==> config.mk <==
export PLATFORM = sky130hd
export DESIGN_NAME = operand_deserializer
export DESIGN_NICKNAME = d
export VERILOG_FILES = /design/src/rtl/operand_deserializer_pkg.sv /design/src/rtl/operand_deserializer_lane_shift.sv /design/src/rtl/operand_deserializer.sv
export SDC_FILE = /design/constraint.sdc
export NUM_CORES = 1
export LEC_CHECK = 0
export CAP_MARGIN = 30
export CORE_MARGIN = 10
export CORE_UTILIZATION = 60
export CTS_CLUSTER_DIAMETER = 40
export DETAILED_ROUTE_END_ITERATION = 7
export DONT_BUFFER_PORTS = 1
export PLACE_DENSITY = 0.82
export SYNTH_ARGS = -nofsm -noshare
export SYNTH_HDL_FRONTEND = slang
export SYNTH_SLANG_ARGS = --single-unit
==> constraint.sdc <==
create_clock -name clk -period 2 [get_ports clk]
set_input_delay 0.6 -clock clk [delete_from_list [all_inputs] [get_ports clk]]
set_output_delay 0.6 -clock clk [all_outputs]
set_load 0.02 [all_outputs]
==> src/rtl/operand_deserializer_pkg.sv <==
// Shared types and sizing helpers for the operand deserializer.
package deser_pkg;

  localparam int W_DEF = 16;

  typedef enum logic {IDLE = 1'b0, SHIFT = 1'b1} deser_state_t;

  function automatic int cnt_width(input int w);
    return (w > 1) ? $clog2(w) : 1;
  endfunction

endpackage

==> src/rtl/operand_deserializer_lane_shift.sv <==
// One serial lane: W-bit MSB-first shift register with a synchronous
// load-of-first-bit that restarts the word.
module lane_shift
  import deser_pkg::*;
#(
  parameter int W = W_DEF
) (
  input  logic         clk,
  input  logic         rst_n,
  input  logic         shift_en,
  input  logic         load_first,
  input  logic         din_bit,
  output logic [W-1:0] q
);

  logic [W-1:0] q_r;

  assign q = q_r;

  // Shift register; a new frame start overrides shifting.
  always_ff @(posedge clk) begin
    if (!rst_n) begin
      q_r <= {W{1'b0}};
    end else if (load_first) begin
      q_r <= {{(W-1){1'b0}}, din_bit};
    end else if (shift_en) begin
      q_r <= {q_r[W-2:0], din_bit};
    end else begin
      q_r <= q_r;
    end
  end

endmodule

==> src/rtl/operand_deserializer.sv <==
// Two-lane serial-to-parallel operand capture with a one-entry output
// buffer, framing-error pulse and sticky overrun flag.
module operand_deserializer
  import deser_pkg::*;
#(
  parameter int W = W_DEF
) (
  input  logic         clk,
  input  logic         rst_n,
  input  logic [1:0]   din,
  input  logic         din_valid,
  input  logic         sof,
  output logic [W-1:0] a,
  output logic [W-1:0] b,
  output logic         out_valid,
  input  logic         out_ready,
  output logic         busy,
  output logic         frame_err,
  output logic         overrun,
  input  logic         clr_overrun
);

  localparam int CW = cnt_width(W);
  localparam logic [CW-1:0] CNT_LAST = CW'(W - 1);

  deser_state_t   state_r, state_nxt_s;
  logic [CW-1:0]  cnt_r, cnt_nxt_s;
  logic           start_s, shift_s, done_s, abort_s, drop_s;
  logic [W-1:0]   sr_a_r, sr_b_r;
  logic [W-1:0]   word_a_s, word_b_s;
  logic [W-1:0]   a_r, b_r;
  logic           out_valid_r, frame_err_r, overrun_r;
  logic           unused_msb_s;

  assign start_s  = din_valid & sof;
  assign shift_s  = din_valid & ~sof & (state_r == SHIFT);
  assign done_s   = shift_s & (cnt_r == CNT_LAST);
  assign abort_s  = start_s & (state_r == SHIFT);
  assign drop_s   = done_s & out_valid_r & ~out_ready;

  // The completed word includes the bit arriving this cycle.
  assign word_a_s = {sr_a_r[W-2:0], din[0]};
  assign word_b_s = {sr_b_r[W-2:0], din[1]};
  assign unused_msb_s = sr_a_r[W-1] ^ sr_b_r[W-1];

  lane_shift #(.W(W)) u_lane_a (
    .clk(clk), .rst_n(rst_n), .shift_en(shift_s), .load_first(start_s),
    .din_bit(din[0]), .q(sr_a_r)
  );

  lane_shift #(.W(W)) u_lane_b (
    .clk(clk), .rst_n(rst_n), .shift_en(shift_s), .load_first(start_s),
    .din_bit(din[1]), .q(sr_b_r)
  );

  // FSM state and received-bit counter.
  always_ff @(posedge clk) begin
    if (!rst_n) begin
      state_r <= IDLE;
      cnt_r   <= {CW{1'b0}};
    end else begin
      state_r <= state_nxt_s;
      cnt_r   <= cnt_nxt_s;
    end
  end

  // Next-state and counter decode.
  always_comb begin
    state_nxt_s = state_r;
    cnt_nxt_s   = cnt_r;
    case (state_r)
      IDLE: begin
        if (start_s) begin
          state_nxt_s = SHIFT;
          cnt_nxt_s   = CW'(1);
        end else begin
          state_nxt_s = IDLE;
          cnt_nxt_s   = cnt_r;
        end
      end
      SHIFT: begin
        if (start_s) begin
          state_nxt_s = SHIFT;
          cnt_nxt_s   = CW'(1);
        end else if (done_s) begin
          state_nxt_s = IDLE;
          cnt_nxt_s   = {CW{1'b0}};
        end else if (shift_s) begin
          state_nxt_s = SHIFT;
          cnt_nxt_s   = cnt_r + CW'(1);
        end else begin
          state_nxt_s = SHIFT;
          cnt_nxt_s   = cnt_r;
        end
      end
      default: begin
        state_nxt_s = IDLE;
        cnt_nxt_s   = {CW{1'b0}};
      end
    endcase
  end

  // Output buffer: a full buffer may be refilled only if drained this cycle.
  always_ff @(posedge clk) begin
    if (!rst_n) begin
      a_r         <= {W{1'b0}};
      b_r         <= {W{1'b0}};
      out_valid_r <= 1'b0;
    end else if (done_s && (!out_valid_r || out_ready)) begin
      a_r         <= word_a_s;
      b_r         <= word_b_s;
      out_valid_r <= 1'b1;
    end else if (!done_s && out_valid_r && out_ready) begin
      a_r         <= a_r;
      b_r         <= b_r;
      out_valid_r <= 1'b0;
    end else begin
      a_r         <= a_r;
      b_r         <= b_r;
      out_valid_r <= out_valid_r;
    end
  end

  // Status flags; a fresh drop wins over a clear request.
  always_ff @(posedge clk) begin
    if (!rst_n) begin
      frame_err_r <= 1'b0;
      overrun_r   <= 1'b0;
    end else begin
      frame_err_r <= abort_s;
      if (drop_s) begin
        overrun_r <= 1'b1;
      end else if (clr_overrun) begin
        overrun_r <= 1'b0;
      end else begin
        overrun_r <= overrun_r;
      end
    end
  end

  assign a         = a_r;
  assign b         = b_r;
  assign out_valid = out_valid_r;
  assign busy      = (state_r == SHIFT);
  assign frame_err = frame_err_r;
  assign overrun   = overrun_r;

endmodule

==> results by group <==
Logic synthesis
  • Flops & latches, synth: 70
  • Post-Synth XOR/XNOR Area: 0
  • Complex-gate fraction of the synthesized area: 0.08636
  • Syn nets: 322
  • Top-count cell post-synth: nand2_1
  • Synth area leader: dfxtp_1
  • Post-synth EDFFs: 0
  • Area fraction of the dominant cell type after synthesis: 0.5145
  • Post-Syn Area: 0.002724 mm²
  • Seq/Total Area, Yosys: 0.5145
  • Ys async rst share: 0
  • Yosys cell types: 26
  • Synth Area in Simple Gates: 0.2214
  • Post-synthesis adder-cell area fraction: 0.004593
  • Synth area leaders: dfxtp_1 (51%), nand2_1 (18%), mux2i_1 (12%)
  • Mux share of post-synthesis cell area: 0.1249
  • Mapped Avg Cell Area: 8.702 µm²
  • Gate Count Post-Synth: 313
  • Ys Warns: 0
  • Most frequent cells after synthesis: nand2_1 (127), dfxtp_1 (70), mux2i_1 (34)
  • Ys flop type: dfxtp_1
  • Largest family of logic cells by synthesized area: simple AND/OR/NAND/NOR gates

Layout
  • Diodes inserted: 0
  • Layout cells sized above 1: 0.07325
  • Nets: 318
  • Synthesis-to-layout area growth: 7.028%

Clock network
  • Setup Fix Bufs, Post-CTS: 0
  • Post-CTS Hold Fix Bufs: 0
  • Clock Tree Buf Depth: 2
  • Clock transition at the registers of the reported paths: 0.07 ns
  • Clock sinks: 70
  • Resize count post-CTS: 0
  • CTS tree: built
  • H-tree depth: 3
  • Clock Tree Root: clkbuf_8
  • Number of buffers created by CTS: 9
  • Clock Latency Late Sink: 0.34 ns

Floorplan
  • Die height: 87.38 µm
  • Die outline area: 0.007634 mm²
  • Site Rows: 24
  • Core area: 0.004384 mm²
  • Num ports: 44
  • Effective utilization at floorplan: 0.6213
  • Die W: 87.38 µm

Timing
  • Hold WS: 0.3831 ns
  • RSZ-0062 raised after global routing: false
  • Least-Margin Pin Slew: 0.4528 ns
  • Setup_tns: 0 ns
  • Upper clock frequency limit: 0.5712 GHz
  • Slew headroom: 0.6961
  • Final hold vios: 0
  • Final setup violation count: 0
  • Max Slew Vio Count: 0
  • Clock Skews: 0.007454 ns
  • Final period utilization: 0.8753
  • Minimum clock period: 1.751 ns

Route
  • DR iter-0 viols: 122
  • Routed vias: 1994
  • DRT antenna net count: 0
  • Routed wire length: 5427 µm
  • DRC viols: 0
  • Vias per cell: 5.448
  • TritonRoute pass-1 iters: 5
  • WL/cell: 14.83 µm

Setup path
  • Critical Path Source Type: register
  • Crit path to: b[0]
  • Worst R2R Start: cnt_r[0]
  • Reg2reg setup slack: 0.25 ns
  • Crit-path max cell delay: 0.43 ns
  • Worst Path Buf+Inv: 1
  • Arrival time worst endpoint: 2.01 ns
  • CP Launch Point: cnt_r[0]
  • CP Max Fanout: 18
  • WS Path Type: reg -> reg
  • FF-to-FF End: b[0]
  • R2r worst-path depth: 5
  • Levels on crit path: 5
  • Critical Path RT: 2.26 ns
  • CP Capture Type: register
  • Kind of cell adding the most delay to the critical path: flip-flops
  • Cells along the critical path: ha_1, nand4b_4, nor3_4, buf_4, mux2i_1
  • Max stage delay cell, worst path: dfxtp_1

Global route
  • Global-route wire length before repair: 9183 µm
  • Largest net degree at the start of global routing: 76
  • GR Overflow Total: 0
  • Antenna violations before repair: 0
  • Vias in the first global route: 1861
  • GRT Total Usage: 0.1499

Power and ir drop
  • Maximum vdd drop: 0.0006100 V
  • PD cells: 893.0 mW/mm²
  • Leakage Power: 0.9719 nW

Placement
  • I/O Buffers: 0
  • Half-perimeter wire length after placement: 3586 µm
  • Gpl congestion: 0.8084

Status
  • Status: finished, final reports clean

Hold path
  • Hold Path Class: in -> reg

Run
  • Maxcap violations: 0
-- worst min-delay path by stage --
stage / from / endpoint / slack (ns) / cells past startpoint
3_3_place_gp: u_lane_a.q[14] / u_lane_a.q[14] / 0.44 / 2
6_report: sof / frame_err / 0.38 / 2
2_1_floorplan: u_lane_a.q[14] / u_lane_a.q[14] / 0.44 / 2
4_1_cts: sof / frame_err / 0.37 / 2
3_5_place_dp: u_lane_b.q[5] / u_lane_b.q[6] / 0.46 / 2
5_1_grt: rst_n / cnt_r[2] / 0.37 / 1
-- final cells by class --
class	instances	area [µm²]
fill	388	1469
sequential	70	1401
multi-input combinational	220	1191
clock buffer	13	158.9
tap	52	65.06
timing repair buffer	7	52.55
clock inverter	3	42.54
inverter	1	3.754
-- cell usage in the layout, fill, tap and decap left out, types with 2 or more instances in the layout --
| master | n |
|---|---|
| o21a_1 | 2 |
| nand2_1 | 127 |
| a22oi_1 | 2 |
| a21oi_1 | 33 |
| buf_4 | 7 |
| clkbuf_1 | 2 |
| mux2i_1 | 34 |
| nor3b_1 | 2 |
| dfxtp_1 | 70 |
| clkbuf_8 | 11 |
| nor2b_1 | 6 |
| nor2_1 | 2 |
| o21ai_0 | 2 |
-- per-stage QoR --
step | instance area [µm²] | cells | total power [W] | util | setup slack, ns
2_1_floorplan | 2724 | 313 | 0.001500 | - | 0.2894
3_3_place_gp | 2714 | 350 | 0.001490 | 0.6190 | 0.3926
3_5_place_dp | 2714 | 350 | 0.001492 | 0.6190 | 0.2542
4_1_cts | 2915 | 366 | 0.002623 | 0.6650 | 0.2451
5_1_grt | 2915 | 366 | 0.002716 | 0.6650 | 0.1556
6_report | 2915 | 366 | 0.002603 | 0.6650 | 0.2495
-- cell families after synthesis --
| kind of cell | count (synthesis) |
|---|---|
| adders and majority gates | 1 |
| buffers and inverters | 23 |
| DFF | 70 |
| and+or+nand+nor | 142 |
| AOI/OAI and AO/OA | 43 |
| muxes | 34 |
-- sequential cells by signal (all words and copies together), names as in the netlist --
| signal | count |
|---|---|
| u_lane_b.q | 15 |
| overrun | 1 |
| busy | 1 |
| a | 16 |
| b | 16 |
| u_lane_a.q | 15 |
| cnt_r | 4 |
| frame_err | 1 |
| out_valid | 1 |
-- where the power goes --
group          total [W]  internal (W)  switching (W)
combinational  0.0000539     0.0000181      0.0000358
clock            0.00114      0.000644       0.000501
sequential       0.00141       0.00140     0.00000649
-- routing by layer --
metal	global-route usage	wire length (µm)	share of wire
met1	0.1806	2349	0.43
met2	0.2288	2554	0.47
met3	0.06367	437	0.081
met4	0.06087	86	0.016
met5	0	0	0
(Power assumes the default switching activity.)
==> RTL edit 1, RTL diff (config.mk and constraints unchanged) <==
Change the package constant `W_DEF` from 16 to 24.
--- a/src/rtl/operand_deserializer_pkg.sv
+++ b/src/rtl/operand_deserializer_pkg.sv
@@ -3,3 +3,3 @@
 
-  localparam int W_DEF = 16;
+  localparam int W_DEF = 24;
 
Interface: changed (resized a and b); port bits go from 44 to 60. The function was not compared with the original's and may differ.
==> RTL edit 1 against the original RTL <==
  * Power is 33% higher
  * Final cell count is 44% higher
  * Area after synthesis is 43% higher
  * Global-route usage is 0.15 points higher
  * Sequential cell count is 33 higher
  * Synthesized cell count is 45% higher
  * Design area is 43% higher
  * Worst hold slack worse by 26 ps
  * Clock power is 16% higher
  * Worst setup slack better by 76 ps
  * Routed wire length is 39% higher
  * Largest power group unchanged
  * Highest routed layer unchanged
==> RTL edit 1: results (changes against the original RTL) <==
- The via-per-instance ratio is 5.38 (-1.2%).
- The net switching power figure is 0.736 mW (+35%).
- The cell count after placement was 511 (+46%).
- The run finished with clean final reports.
- The power drawn by the combinational cells is 0.0744 mW (+38%).
- The count of routing violations after the opening detailed-route iteration came to 146 (+20%).
- The leakage power was 1.30 nW (+34%).
- The non-clock buffer area fraction after layout came to 2.71% (+0.91 points).
- The number of standard cells after synthesis is 454 (+45%).
- The post-detailed-placement half-perimeter wirelength came to 5020 um (+40%).
- The distinct cell type count after synthesis is 31 (+19%).
- The maximum fanout count along the critical path is 15 (-3).
- The total number of multi-input combinational cells is 318 (+45%).
- The number of nets in the final layout came to 454 (+43%).
- The worst slack at placement was 190 ps (-63.8 ps).
- In this run the worst setup path terminates at b[3]$_SDFFE_PN0P_.
- The largest stage delay on the critical path came to 380 ps (-50 ps).
- The fraction of layout instances using a drive strength above 1 is 6.44% (-0.88 points).
- The cell family contributing the most delay on the critical path is simple AND/OR/NAND/NOR gates.
- After synthesis, the cell types taking the most area are sky130_fd_sc_hd__dfxtp_1 53%, sky130_fd_sc_hd__nand2_1 18%, sky130_fd_sc_hd__mux2i_1 13%, sky130_fd_sc_hd__a21oi_1 6.2%, sky130_fd_sc_hd__clkbuf_1 1.4%.
- The startpoint identified for the worst hold timing path is rst_n.
- The cell area after placement is 3950 sq um (+46%).
- The total die area came to 10100 sq um (+32%).
- The headroom to the max-slew limit is 72.2% (+2.6 points).
- The number of buffers other than clock buffers in the final layout is 10 (+3).
- The wire length of the first global-routing pass was 12500 um (+36%).
- By count the netlist is led by 191 x sky130_fd_sc_hd__nand2_1, 103 x sky130_fd_sc_hd__dfxtp_1, 50 x sky130_fd_sc_hd__mux2i_1.
- The minimum setup slack among reg-to-reg paths is 330 ps (+80 ps).
- The via count of the first global-routing pass came to 2617 (+41%).
- The final count of pins violating max slew is 0 (unchanged).
- The register clock-pin slew on the reported worst setup and hold paths is 90 ps (+20 ps).
- The final worst clock skew is 6.19 ps (-1.26 ps).
- The area growth from synthesis to layout is 6.88%.
- The fill cell total of the finished layout is 551 (+42%).
- The final-layout clock buffer total came to 11 (-2).
- The post-synth net total came to 463 (+44%).
- The fraction of the yosys area taken by sequential cells came to 53.0% (+1.6 points).
- The all-layer global routing usage came to 15.1% (+0.15 points).
- The post-CTS resize count was 0 (unchanged).
- The clock latency on the worst-skew pair came to 360 ps (+20 ps).
- The area fraction of clock buffers and clock inverters is 5.00% (-1.9 points).
- The number of detailed-routing iterations run before antenna repair came to 4 (-1).
- The data arrival at the endpoint of the critical path came to 1970 ps (-40 ps).
- The pin count of the biggest net entering global routing came to 103 (+36%).
- The post-route minimum period is 1670 ps (-76.1 ps).
- The inverter count of the layout excluding clock inverters is 3 (+2).
- The final RePlAce weighted congestion is 0.773 (-4.4%).
- The worst IR drop on VDD is 0.000526 V (-14%).
RTL edit 1: changes by cell type after synthesis, moves of 4 or more:
cell	delta
sky130_fd_sc_hd__nand2_1	+64
sky130_fd_sc_hd__dfxtp_1	+33
sky130_fd_sc_hd__mux2i_1	+16
sky130_fd_sc_hd__a21oi_1	+15
sky130_fd_sc_hd__nor2b_1	-5
sky130_fd_sc_hd__buf_2	+4
sky130_fd_sc_hd__nor2_1	+4
RTL edit 1: layer usage:
layer / up-vias / GRT usage (%) / wire length (um)
li1: 1457 / - / -
met1: 1313 / 17.8 / 3320
met2: 54 / 23.7 / 3530
met3: 12 / 7.13 / 591
met4: 0 / 5.22 / 99
met5: - / 0 / 0
RTL edit 1: logic make-up (layout without fill, tap and decap cells):
group	Yosys count	after routing	share of synthesized area, %
multiplexers	50	50	12.9
buffers and inverters	33	29	4.37
flip-flops	103	103	53.0
AND/OR/NAND/NOR	210	210	21.6
AO/OA/AOI/OAI	57	57	7.78
adder cells (fa/ha/maj)	1	1	0.322
==> RTL edit 2, RTL diff (same settings) <==
Made on the original files. Register the output `frame_err` once more, without a reset; this adds one clock of latency there. The other outputs are not delayed to match.
--- a/src/rtl/operand_deserializer.sv
+++ b/src/rtl/operand_deserializer.sv
@@ -144,3 +144,5 @@
   assign busy      = (state_r == SHIFT);
-  assign frame_err = frame_err_r;
+  always_ff @(posedge clk) begin
+    frame_err <= frame_err_r;
+  end
   assign overrun   = overrun_r;
Behaviour: not the same (a bounded check fails within 4 cycles, from zero or initial values and one cycle with rst_n low).
==> RTL edit 2 against the original RTL <==
  * Design area shrank 0.17%
  * Routed wire length down 3.4%
  * Via count fell by 1.8%
  * Sequential share of layout area grew 0.77 points
  * Maximum frequency up 1.8%
  * Combinational power shrank 4%
  * Critical endpoint is now a[7]$_SDFFE_PN0P_
  * Sequential cell count increased by 1
  * Final cell count is the same
  * Die area is 0.57% higher
  * Worst setup slack improved by 31 ps
  * Area after synthesis rose by 0.73%
  * Power fell by 3.8%
  * Global-route usage shrank 0.71 points
==> RTL edit 2: results (changes against the original RTL) <==
- The actual transition at the worst max-transition pin is 460 ps (+7.47 ps).
- The count of routing violations after the opening detailed-route iteration is 135 (+11%).
- The all-layer global routing usage came to 14.3% (-0.71 points).
- Ranked by instance count, the synthesized netlist is headed by 127 x sky130_fd_sc_hd__nand2_1, 71 x sky130_fd_sc_hd__dfxtp_1, 34 x sky130_fd_sc_hd__mux2i_1.
- The average wire per cell in the routed design is 14.3 um (-3.4%).
- The number of detailed-routing iterations run before antenna repair is 5 (unchanged).
- The post-synth net total is 323 (+0.31%).
- The fraction of layout instances using a drive strength above 1 is 7.64% (+0.32 points).
- The fraction of the yosys area taken by sequential cells was 51.8% (+0.35 points).
- The data arrival at the endpoint of the critical path is 1990 ps (-20 ps).
- The number of antenna repair diodes is 0 (unchanged).
- The clock latency on the worst-skew pair was 340 ps (about the same).
- Following the worst setup path forward leads to its endpoint at a[7]$_SDFFE_PN0P_.
- The hold path startpoint is frame_err_r$_SDFF_PN0_.
- For hold timing, the worst endpoint is frame_err$_DFF_P_.
- The largest stage delay on the critical path was 400 ps (-30 ps).
- The post-CTS setup repair buffer count is 0 (unchanged).
- The multiplexer share of the synthesized area is 12.4% (-0.091 points).
- The number of buffers created by CTS is 9 (unchanged).
- The leakage power was 0.962 nW (-0.99%).
- The synthesized-area fraction occupied by adder cells is 0.456% (-0.0034 points).
- The cell depth of the worst hold path is 0 (-2).
- By area the synthesized netlist is led by sky130_fd_sc_hd__dfxtp_1 52%, sky130_fd_sc_hd__nand2_1 17%, sky130_fd_sc_hd__mux2i_1 12%, sky130_fd_sc_hd__a21oi_1 6.0%, sky130_fd_sc_hd__clkbuf_1 1.8%.
- The path class of the tightest hold or removal check is flop to flop.
- The maximum fanout count along the critical path is 21 (+3).
- The final RePlAce weighted congestion is 0.741 (-8.3%).
- The flow ran to the end, and the final reports show no timing, DRC or antenna violations.
- The compound-gate portion of the synthesized area came to 8.57% (-0.063 points).
- The yosys synthesis warning count is 0 (unchanged).
- The final worst clock skew is 7.21 ps (-0.243 ps).
- The number of standard cells after synthesis came to 314 (+0.32%).
- The via-per-instance ratio is 5.35 (-1.8%).
- The cell area after placement is 2730 sq um (+0.46%).
- The via count of the first global-routing pass was 1870 (+0.48%).
- The post-detailed-placement half-perimeter wirelength was 3380 um (-5.8%).
- The minimum setup slack among reg-to-reg paths is 280 ps (+30 ps).
- The total wire length was 5250 um (-3.4%).
- The share of flip-flops with an asynchronous set or reset after synthesis came to 0% (unchanged).
- The worst IR drop on VDD was 0.000497 V (-19%).
- The wire length of the first global-routing pass is 8780 um (-4.4%).
==> RTL edit 2: cells by family (layout without fill, tap and decap cells) <==
| group | count (synthesis) | in the layout |
|---|---|---|
| adder cells (fa/ha/maj) | 1 | 1 |
| AND/OR/NAND/NOR | 142 | 142 |
| AO/OA/AOI/OAI | 43 | 43 |
| buffers and inverters | 23 | 23 |
| multiplexers | 34 | 34 |
| flip-flops | 71 | 71 |
==> RTL edit 2: layout make-up <==
| type | count | area, sq um |
|---|---|---|
| Clock buffer | 11 | 151 |
| Clock inverter | 5 | 32.5 |
| Fill cell | 369 | 1470 |
| Inverter | 1 | 3.75 |
| Multi-Input combinational cell | 220 | 1190 |
| Sequential cell | 71 | 1420 |
| Tap cell | 52 | 65.1 |
| Timing Repair Buffer | 6 | 45.0 |
==> RTL edit 2: per-layer routing <==
layer,vias to the layer above,GRT usage (%),share of wire (%)
met1,896,16.0,44
li1,1010,-,-
met4,0,8.99,1.4
met5,-,0,0
met2,43,22.7,47
met3,10,5.01,7.7
==> RTL edit 2: metrics by stage <==
stage	utilization, %	worst slack [ps]	hold WS [ps]
6_report	66.4	280	329
5_1_grt	66.4	139	333
4_1_cts	66.4	261	332
3_5_place_dp	62.2	269	316
3_3_place_gp	62.2	350	312
2_1_floorplan	-	289	310
==> RTL edit 2: report_power, final <==
part | internal, mW | total (mW) | switching, mW
Sequential | 1.42 | 1.43 | 0.00592
Clock | 0.512 | 1.03 | 0.516
Combinational | 0.0174 | 0.0520 | 0.0346
